File: config.mk
export PLATFORM = sky130hd
export DESIGN_NAME = alu_pipe
export DESIGN_NICKNAME = d
export VERILOG_FILES = /design/src/rtl/alu_pipe.sv
export SDC_FILE = /design/constraint.sdc
export NUM_CORES = 1
export LEC_CHECK = 0
export ABC_AREA = 1
export CORE_MARGIN = 4
export CORE_UTILIZATION = 25
export DETAILED_ROUTE_END_ITERATION = 8
export GPL_TIMING_DRIVEN = 0
export SKIP_CTS_REPAIR_TIMING = 1
export SLEW_MARGIN = 20
export SYNTH_ARGS = -nofsm -noshare
export SYNTH_HDL_FRONTEND = slang
export SYNTH_SLANG_ARGS = --single-unit
File: constraint.sdc
create_clock -name clk -period 6.85 [get_ports clk]
set_input_delay 1.7125 -clock clk [delete_from_list [all_inputs] [get_ports clk]]
set_output_delay 1.7125 -clock clk [all_outputs]
set_load 0.03 [all_outputs]
File: src/rtl/alu_pipe.sv
// Pipelined ALU with registered result and flag outputs and a valid/ready handshake on each side.
// Single-cycle ops complete on acceptance; MUL runs an iterative shift-add sequence lasting WIDTH cycles.
module alu_pipe #(
  parameter int WIDTH = 32,
  parameter int SHW   = $clog2(WIDTH)
) (
  input  logic             clk,
  input  logic             rst,
  input  logic             in_valid,
  output logic             in_ready,
  input  logic [4:0]       alu_op,
  input  logic             set_flags,
  input  logic [WIDTH-1:0] source_1,
  input  logic [WIDTH-1:0] source_2,
  output logic             out_valid,
  input  logic             out_ready,
  output logic [WIDTH-1:0] alu_out,
  output logic [3:0]       nzcv,
  output logic             fsm_state
);

  // Handshake: a transfer happens on a rising edge where valid && ready are both 1.
  // The producer holds its payload stable while valid=1 and ready=0.
  typedef enum logic {IDLE = 1'b0, MUL = 1'b1} state_t;

  localparam int CW = $clog2(WIDTH + 1);
  localparam logic [CW-1:0] CNT_LAST = CW'(WIDTH - 1);

  state_t           state;
  logic [CW-1:0]    count;
  logic [WIDTH-1:0] acc;
  logic [WIDTH-1:0] mcand;
  logic [WIDTH-1:0] mplier;
  logic             mul_flags;
  logic [WIDTH-1:0] acc_next;

  logic             accept;
  logic [WIDTH-1:0] add_x;
  logic [WIDTH-1:0] add_y;
  logic             add_cin;
  logic [WIDTH:0]   sum;
  logic [SHW-1:0]   shamt;
  logic [WIDTH:0]   lsl_w;
  logic [WIDTH:0]   lsr_w;
  logic [WIDTH:0]   asr_w;
  logic [WIDTH-1:0] res;
  logic             res_c;
  logic             res_v;

  assign fsm_state = state;
  assign in_ready  = (state == IDLE) && (!out_valid || out_ready) && !rst;
  assign accept    = in_valid && in_ready;

  // Every add/subtract variant is mapped onto one adder: x + y + cin.
  always_comb begin
    add_x   = source_1;
    add_y   = source_2;
    add_cin = 1'b0;
    case (alu_op)
      5'd2, 5'd10: begin add_y = ~source_2; add_cin = 1'b1; end
      5'd3:        begin add_x = source_2; add_y = ~source_1; add_cin = 1'b1; end
      5'd5:        add_cin = nzcv[1];
      5'd6:        begin add_y = ~source_2; add_cin = nzcv[1]; end
      5'd7:        begin add_x = source_2; add_y = ~source_1; add_cin = nzcv[1]; end
      default:     ;
    endcase
  end

  assign sum = {1'b0, add_x} + {1'b0, add_y} + {{WIDTH{1'b0}}, add_cin};

  // One guard bit beyond the data catches the last bit shifted out (0 for a zero shift).
  assign shamt = source_2[SHW-1:0];
  assign lsl_w = {1'b0, source_1} << shamt;
  assign lsr_w = {source_1, 1'b0} >> shamt;
  assign asr_w = $signed({source_1, 1'b0}) >>> shamt;

  always_comb begin
    res   = source_2;
    res_c = 1'b0;
    res_v = 1'b0;
    case (alu_op)
      5'd0, 5'd8:  res = source_1 & source_2;
      5'd1, 5'd9:  res = source_1 ^ source_2;
      5'd12:       res = source_1 | source_2;
      5'd14:       res = source_1 & ~source_2;
      5'd15:       res = ~source_2;
      5'd2, 5'd3, 5'd4, 5'd5, 5'd6, 5'd7, 5'd10, 5'd11: begin
        res   = sum[WIDTH-1:0];
        res_c = sum[WIDTH];
        res_v = (add_x[WIDTH-1] == add_y[WIDTH-1]) && (sum[WIDTH-1] != add_x[WIDTH-1]);
      end
      5'd16: begin res = lsl_w[WIDTH-1:0]; res_c = lsl_w[WIDTH]; end
      5'd17: begin res = lsr_w[WIDTH:1];   res_c = lsr_w[0];     end
      5'd18: begin res = asr_w[WIDTH:1];   res_c = asr_w[0];     end
      default:     res = source_2;
    endcase
  end

  assign acc_next = acc + (mplier[0] ? mcand : {WIDTH{1'b0}});

  always_ff @(posedge clk) begin
    if (rst) begin
      state     <= IDLE;
      count     <= '0;
      acc       <= '0;
      mcand     <= '0;
      mplier    <= '0;
      mul_flags <= 1'b0;
      out_valid <= 1'b0;
      alu_out   <= '0;
      nzcv      <= 4'b0000;
    end else begin
      if (out_valid && out_ready) out_valid <= 1'b0;
      case (state)
        IDLE: begin
          if (accept) begin
            if (alu_op == 5'd19) begin
              state     <= MUL;
              count     <= '0;
              acc       <= '0;
              mcand     <= source_1;
              mplier    <= source_2;
              mul_flags <= set_flags;
            end else begin
              alu_out   <= res;
              out_valid <= 1'b1;
              if (set_flags) nzcv <= {res[WIDTH-1], res == '0, res_c, res_v};
            end
          end
        end
        MUL: begin
          // The final step's partial sum goes straight to the output register.
          if (count == CNT_LAST) begin
            state     <= IDLE;
            count     <= '0;
            alu_out   <= acc_next;
            out_valid <= 1'b1;
            if (mul_flags) nzcv <= {acc_next[WIDTH-1], acc_next == '0, 2'b00};
          end else begin
            count  <= count + CW'(1);
            acc    <= acc_next;
            mcand  <= mcand << 1;
            mplier <= mplier >> 1;
          end
        end
        default: state <= IDLE;
      endcase
    end
  end

endmodule

# Word-level counts from Yosys, hierarchy flattened
# Index checks and enable logic that the tools add are counted.
# word_totals
reg_bits	141
inputBits	74
output_inout_bits	39
elab_cells	116
# op_classes
n_addsub	4
n_eq_ne	28
shift	3
n_mux	42
n_bitwise	7
n_reduce_logical	23
# op_table
operator	n
$mux 32	14
$pmux 32 s2	5
$pmux 32 s9	1
$and 32x32->32	2
$logic_not 32->1	2
$not 32->32	2
$eq 5x4->1 const B	7
$add 32x32->33	1
$add 33x1->33	1
$shl 32x5->33	1
$shr 33x5->33	1
$sshr 33x5->33	1
$add 32x32->32	1
$or 32x32->32	1
$xor 32x32->32	1
$eq 5x3->1 const B	4
$eq 5x5->1 const B	4
$mux 4	5
$mux 6	3
$pmux 6 s2	1
$eq 5x2->1 const B	2
$reduce_and 3->1	3
$reduce_or 3->1	3
$mux 1	8
other kinds (19)	33

# Longest topological paths before layout
# logic_depth
ltp_word	12
depth_mapped	28
ltp_nobuf	27

# Worst setup path before layout
# No wires, ideal clock.
# synth_timing
path_type	input port to flip-flop
start	in alu_op[0]
end	reg nzcv[2]
setup_time_ns	0.109
arrival_time_ns	4.907
required_ns	6.741
slack_ns	1.834
cell_stages	26
path_cell_list	nand2_1 inv_2 nand2_1 clkbuf_1 buf_1 o21ai_0 fa_1 fa_1 nand3_1 nand3_1 nand2_1 nand2_1 nand2_1 nand2_1 nand2_1 nand2_1 nand2_1 nand3_1 a21oi_1 nor2_1 nand3_1 nor2_1 nand3_1 nand3_1 nand2_1 inv_1
# synth_via
elab_chain_len	11
word_cells_on_any_way	39
# synth_lines
item	line	rtl
start, declared	11	input logic [4:0] alu_op,
$eq 5x2->1, or another cell as far along	59, 81	
$reduce_or 3->1 (no source line) or $reduce_or 2->1 (tied branches)	--	
$pmux 32 s2 or $mux 32 (tied branches)	59	case (alu_op)
$add 32x32->33	69	assign sum = {1'b0, add_x} + {1'b0, add_y} + {{WIDTH{1'b0}}, add_cin};
$add 33x1->33	69	
$pmux 32 s9	81	case (alu_op)
$logic_not 32->1	127	if (set_flags) nzcv <= {res[WIDTH-1], res == '0, res_c, res_v};
$mux 4	127	
$mux 4	117	if (alu_op == 5'd19) begin
$mux 4	116	if (accept) begin
$pmux 4 s2	114	case (state)
end signal, assigned	127	
end signal, assigned	138	if (mul_flags) nzcv <= {acc_next[WIDTH-1], acc_next == '0, 2'b00};
end, declared	18	output logic [3:0] nzcv,
# Parallel ways exist; a longest one is shown, timed or not. The select of a mux whose other input is x is not followed.
# A chain may end at the register's enable or synchronous reset.

# Worst setup path in the final report
# layout_timing
start	in alu_op[1]
end	reg nzcv[1]
# layout_via
elab_chain_len	10
word_cells_on_any_way	29
# layout_lines
item	line
$eq 5x2->1, or another cell as far along	59, 81
$reduce_or 3->1 (no source line) or $reduce_or 2->1 (tied branches)	--
$pmux 32 s2 or $mux 32 (tied branches)	59
$add 32x32->33	69
$add 33x1->33	69
$pmux 1 s4	81
$mux 4	127
$mux 4	117
$mux 4	116
$pmux 4 s2	114
# Parallel ways exist; a longest one is shown, timed or not. The select of a mux whose other input is x is not followed.

==> out/summary.json <==
{
  "run_status": "finished, final reports clean",
  "max-vdd-ir-drop_v": 0.000107,
  "crit_type": "in -> reg",
  "crit_path_launch_type": "primary input",
  "fin_total_pwr_w": 0.00296,
  "leakagePower_nw": 9.38,
  "ys.warnings.count": 0,
  "tritoncts": "yes",
  "period_minus_slack_ns": 6.78,
  "synthAdderAreaFrac_pct": 7.50,
  "num_io_pins": 113,
  "synth.avg_cell_area_um2": 5.46,
  "cts_buffer_depth": 2,
  "global_route.usage.met2_pct": 39.4,
  "r2r_cells": 18,
  "met1_usage_pct": 32.9,
  "synthXorXnorAreaFrac_pct": 1.13,
  "synthesized_area_fraction_occupied_by_ao_oa_aoi_and_oai_cells_pct": 19.6,
  "power_per_cell_area_nw_per_um2": 150,
  "clock-skew-final_ns": 0.0101,
  "grt_antenna_before_repair": 1,
  "synth_nets": 3287,
  "max_clock_freq_mhz": 148,
  "min_path_cells": 2,
  "post-synth-top-area-cell": "sky130_fd_sc_hd__nand2_1",
  "fp-row-count": 95,
  "postRouteAntennaNets": 0,
  "routed_wl_um": 94000,
  "most_frequent_cell_after_synthesis": "sky130_fd_sc_hd__nand2_1",
  "hold_class": "reg -> reg",
  "post-synth-top-area-fraction_pct": 21.7,
  "synth_top_cells_by_count": "sky130_fd_sc_hd__nand2_1 (980), sky130_fd_sc_hd__nand3_1 (480), sky130_fd_sc_hd__nor2_1 (273)",
  "drcViolationCount": 0,
  "numPortBuffers": 102,
  "grt_setup_unrepaired": "false",
  "numCtsBuffers": 17,
  "synth-simple-area-share_pct": 45.1,
  "critical_path_required_ns": 7.15,
  "finalHoldViolations": 0,
  "firstDrtPassIters": 6,
  "routed_wire_length_per_instance_um": 22.8,
  "route.detailed.vias_per_inst": 5.48,
  "design.die.area_um2": 72200,
  "timing.slew.headroom_pct": 29.0,
  "placement.setup.worst_slack_ns": -1.10,
  "setup_violations": 0,
  "r2r_setup_slack_ns": 2.37,
  "root_buffer": "sky130_fd_sc_hd__clkbuf_16",
  "area_growth_syn_to_layout_pct": 15.8,
  "die_w_um": 269,
  "fp.dieH_um": 269,
  "ys_top_cells_by_area": "sky130_fd_sc_hd__nand2_1 (22%), sky130_fd_sc_hd__dfxtp_1 (17%), sky130_fd_sc_hd__nand3_1 (14%)",
  "synth_mux_area_share_pct": 0,
  "main_combinational_cell_family_by_area_after_synthesis": "simple AND/OR/NAND/NOR gates",
  "vias": 22593,
  "grt_busiest_layer": "met2",
  "clock-sinks": 141,
  "grt_first_pass_wirelength_um": 135000,
  "worstHoldEndpoint": "mplier[4]",
  "largest_net_degree_at_the_start_of_global_routing": 17,
  "ys_types": 43,
  "ys_ff_latch": 141,
  "synth.cell_area_um2": 17000,
  "count_of_final_max_slew_check_failures": 0,
  "use_met3_pct": 5.40,
  "cp.arrival_ns": 7.07,
  "floorplan.initialDensity_pct": 25.2,
  "detailed_place_hpwl_um": 77100,
  "async_flop_share_pct": 0,
  "tightestPinTransition_ns": 1.06,
  "initialDrtViolationCount": 3126,
  "yosysSeqAreaShare_pct": 16.6,
  "ys_dominant_reg_cell": "sky130_fd_sc_hd__dfxtp_1",
  "grt_use_total_pct": 25.1,
  "min-delay-start": "mplier[5]",
  "overflow": 0,
  "clk_transition_reported_paths_ns": 0.07,
  "via_count_of_the_first_global_routing_pass": 20739,
  "coreArea_um2": 67300,
  "synth_cells": 3113,
  "worst_slack_ns": 0.0746,
  "layout-drive-gt1-share_pct": 3.33,
  "worstSetupEndpointType": "flop",
  "nets": 3408,
  "period_share_pct": 98.9,
  "clock_insertion_delay_worst_skew_ns": 0.44,
  "gp_routability_congestion": 1.04,
  "r2r-end": "nzcv[1]",
  "utilization_pct": 29.2,
  "max_cap_violations": 0,
  "cts_htree_levels": 4,
  "synth_enable_flop_cells": 0,
  "cp_max_fo": 7,
  "worst_r2r_startpoint": "nzcv[1]"
}
-- flip-flops by register name (all words and copies together) (netlist names) --
signal     count
out_valid      1
count          6
mcand         32
acc           32
alu_out       32
fsm_state      1
mul_flags      1
mplier        32
nzcv           4
-- worst max-delay path, stage by stage --
cell and delay, ns:
sky130_fd_sc_hd__clkdlybuf4s50_1 0.62, sky130_fd_sc_hd__nand2_1 0.20, sky130_fd_sc_hd__inv_1 0.13, sky130_fd_sc_hd__nand3_1 0.41, sky130_fd_sc_hd__nand2_1 0.41, sky130_fd_sc_hd__o21bai_1 0.14
sky130_fd_sc_hd__fa_1 0.55, sky130_fd_sc_hd__fa_1 0.57, sky130_fd_sc_hd__nand3_1 0.14, sky130_fd_sc_hd__nand3_2 0.21, sky130_fd_sc_hd__nand2_1 0.15, sky130_fd_sc_hd__nand2_1 0.07
sky130_fd_sc_hd__nand2_1 0.08, sky130_fd_sc_hd__nand2_1 0.18, sky130_fd_sc_hd__nand2_1 0.17, sky130_fd_sc_hd__nand2_1 0.07, sky130_fd_sc_hd__nand2_1 0.11, sky130_fd_sc_hd__a21oi_1 0.09
sky130_fd_sc_hd__o21ai_2 0.27, sky130_fd_sc_hd__o211ai_1 0.34, sky130_fd_sc_hd__o211ai_1 0.33, sky130_fd_sc_hd__a21oi_1 0.09
-- metrics by stage --
stage | hold WS, ns | area, um2 | cells | setup TNS, ns
6_report | 0.471 | 19700 | 4123 | 0
5_1_grt | 0.492 | 19700 | 4120 | 0
4_1_cts | 0.471 | 19700 | 4120 | -0.854
3_5_place_dp | 0.459 | 19100 | 4088 | -3.19
3_3_place_gp | 0.455 | 19100 | 4088 | -3.30
2_1_floorplan | 0.447 | 17000 | 3113 | 0
-- report_power, final --
| part | internal, W | total [W] | switching [W] | leakage [nW] |
|---|---|---|---|---|
| Clock | 0.000498 | 0.000890 | 0.000392 | 0.258 |
| Combinational | 0.000345 | 0.00121 | 0.000863 | 7.98 |
| Sequential | 0.000845 | 0.000860 | 0.0000154 | 1.14 |
| Total | 0.00169 | 0.00296 | 0.00127 | 9.38 |
-- metal layers --
| layer | up-vias | part of all wire, % |
|---|---|---|
| met4 | 0 | 5.3 |
| met5 | - | 0 |
| met2 | 1304 | 43 |
| met3 | 242 | 11 |
| li1 | 10649 | - |
| met1 | 10398 | 41 |
-- logic make-up after synthesis --
family,Yosys count
flip-flops,141
AO/OA/AOI/OAI,589
AND/OR/NAND/NOR,1821
buffers and inverters,440
XOR/XNOR,22
adder cells (fa/ha/maj),100
-- worst max path at each step --
stage | from | to | slack, ns | cells after the start
finish | alu_op[1] | nzcv[1] | 0.07 | 22
global route | alu_op[1] | nzcv[1] | 0.02 | 23
CTS | alu_op[1] | nzcv[1] | -0.66 | 23
detailed placement | alu_op[1] | nzcv[1] | -1.10 | 23
global placement | alu_op[1] | nzcv[1] | -1.12 | 23
floorplan | alu_op[0] | nzcv[2] | 1.83 | 26
-- cells in the final DEF (no fill, tap or decap), types with 5 or more instances in the layout --
master                            synthesis  layout
sky130_fd_sc_hd__or2_2                   22      22
sky130_fd_sc_hd__nand2_1                980     979
sky130_fd_sc_hd__clkbuf_16                0      17
sky130_fd_sc_hd__buf_2                   37      37
sky130_fd_sc_hd__xor2_1                  14      14
sky130_fd_sc_hd__xnor2_1                  8       8
sky130_fd_sc_hd__o22ai_1                 32      32
sky130_fd_sc_hd__clkinvlp_4               0       5
sky130_fd_sc_hd__buf_1                   20      19
sky130_fd_sc_hd__clkdlybuf4s50_1          0     102
sky130_fd_sc_hd__and2_1                   6       6
sky130_fd_sc_hd__o21ai_0                235     234
sky130_fd_sc_hd__nor2_1                 273     273
sky130_fd_sc_hd__dfxtp_1                141     141
sky130_fd_sc_hd__o21ai_1                 12      12
sky130_fd_sc_hd__a21oi_1                131     131
sky130_fd_sc_hd__o21bai_1                42      42
sky130_fd_sc_hd__nand3b_1                14      14
sky130_fd_sc_hd__clkbuf_1               112     112
sky130_fd_sc_hd__nand4_1                 13      13
sky130_fd_sc_hd__nand3_1                480     479
sky130_fd_sc_hd__a31oi_1                 89      89
sky130_fd_sc_hd__o211ai_1                30      30
sky130_fd_sc_hd__inv_1                  264     264
sky130_fd_sc_hd__and3_1                   5       5
sky130_fd_sc_hd__ha_1                    97      97
sky130_fd_sc_hd__nor3_1                  18      18
-- cell type report --
class | count | area (um2)
fill | 7798 | 47600
antenna | 3 | 7.51
clock inverter | 14 | 123
tap | 873 | 1090
clock buffer | 18 | 429
sequential | 141 | 2820
buffer | 171 | 702
timing repair buffer | 102 | 1020
inverter | 269 | 1010
multi-input combinational | 2532 | 12500
Note: power is estimated with default switching activity, not from simulation.
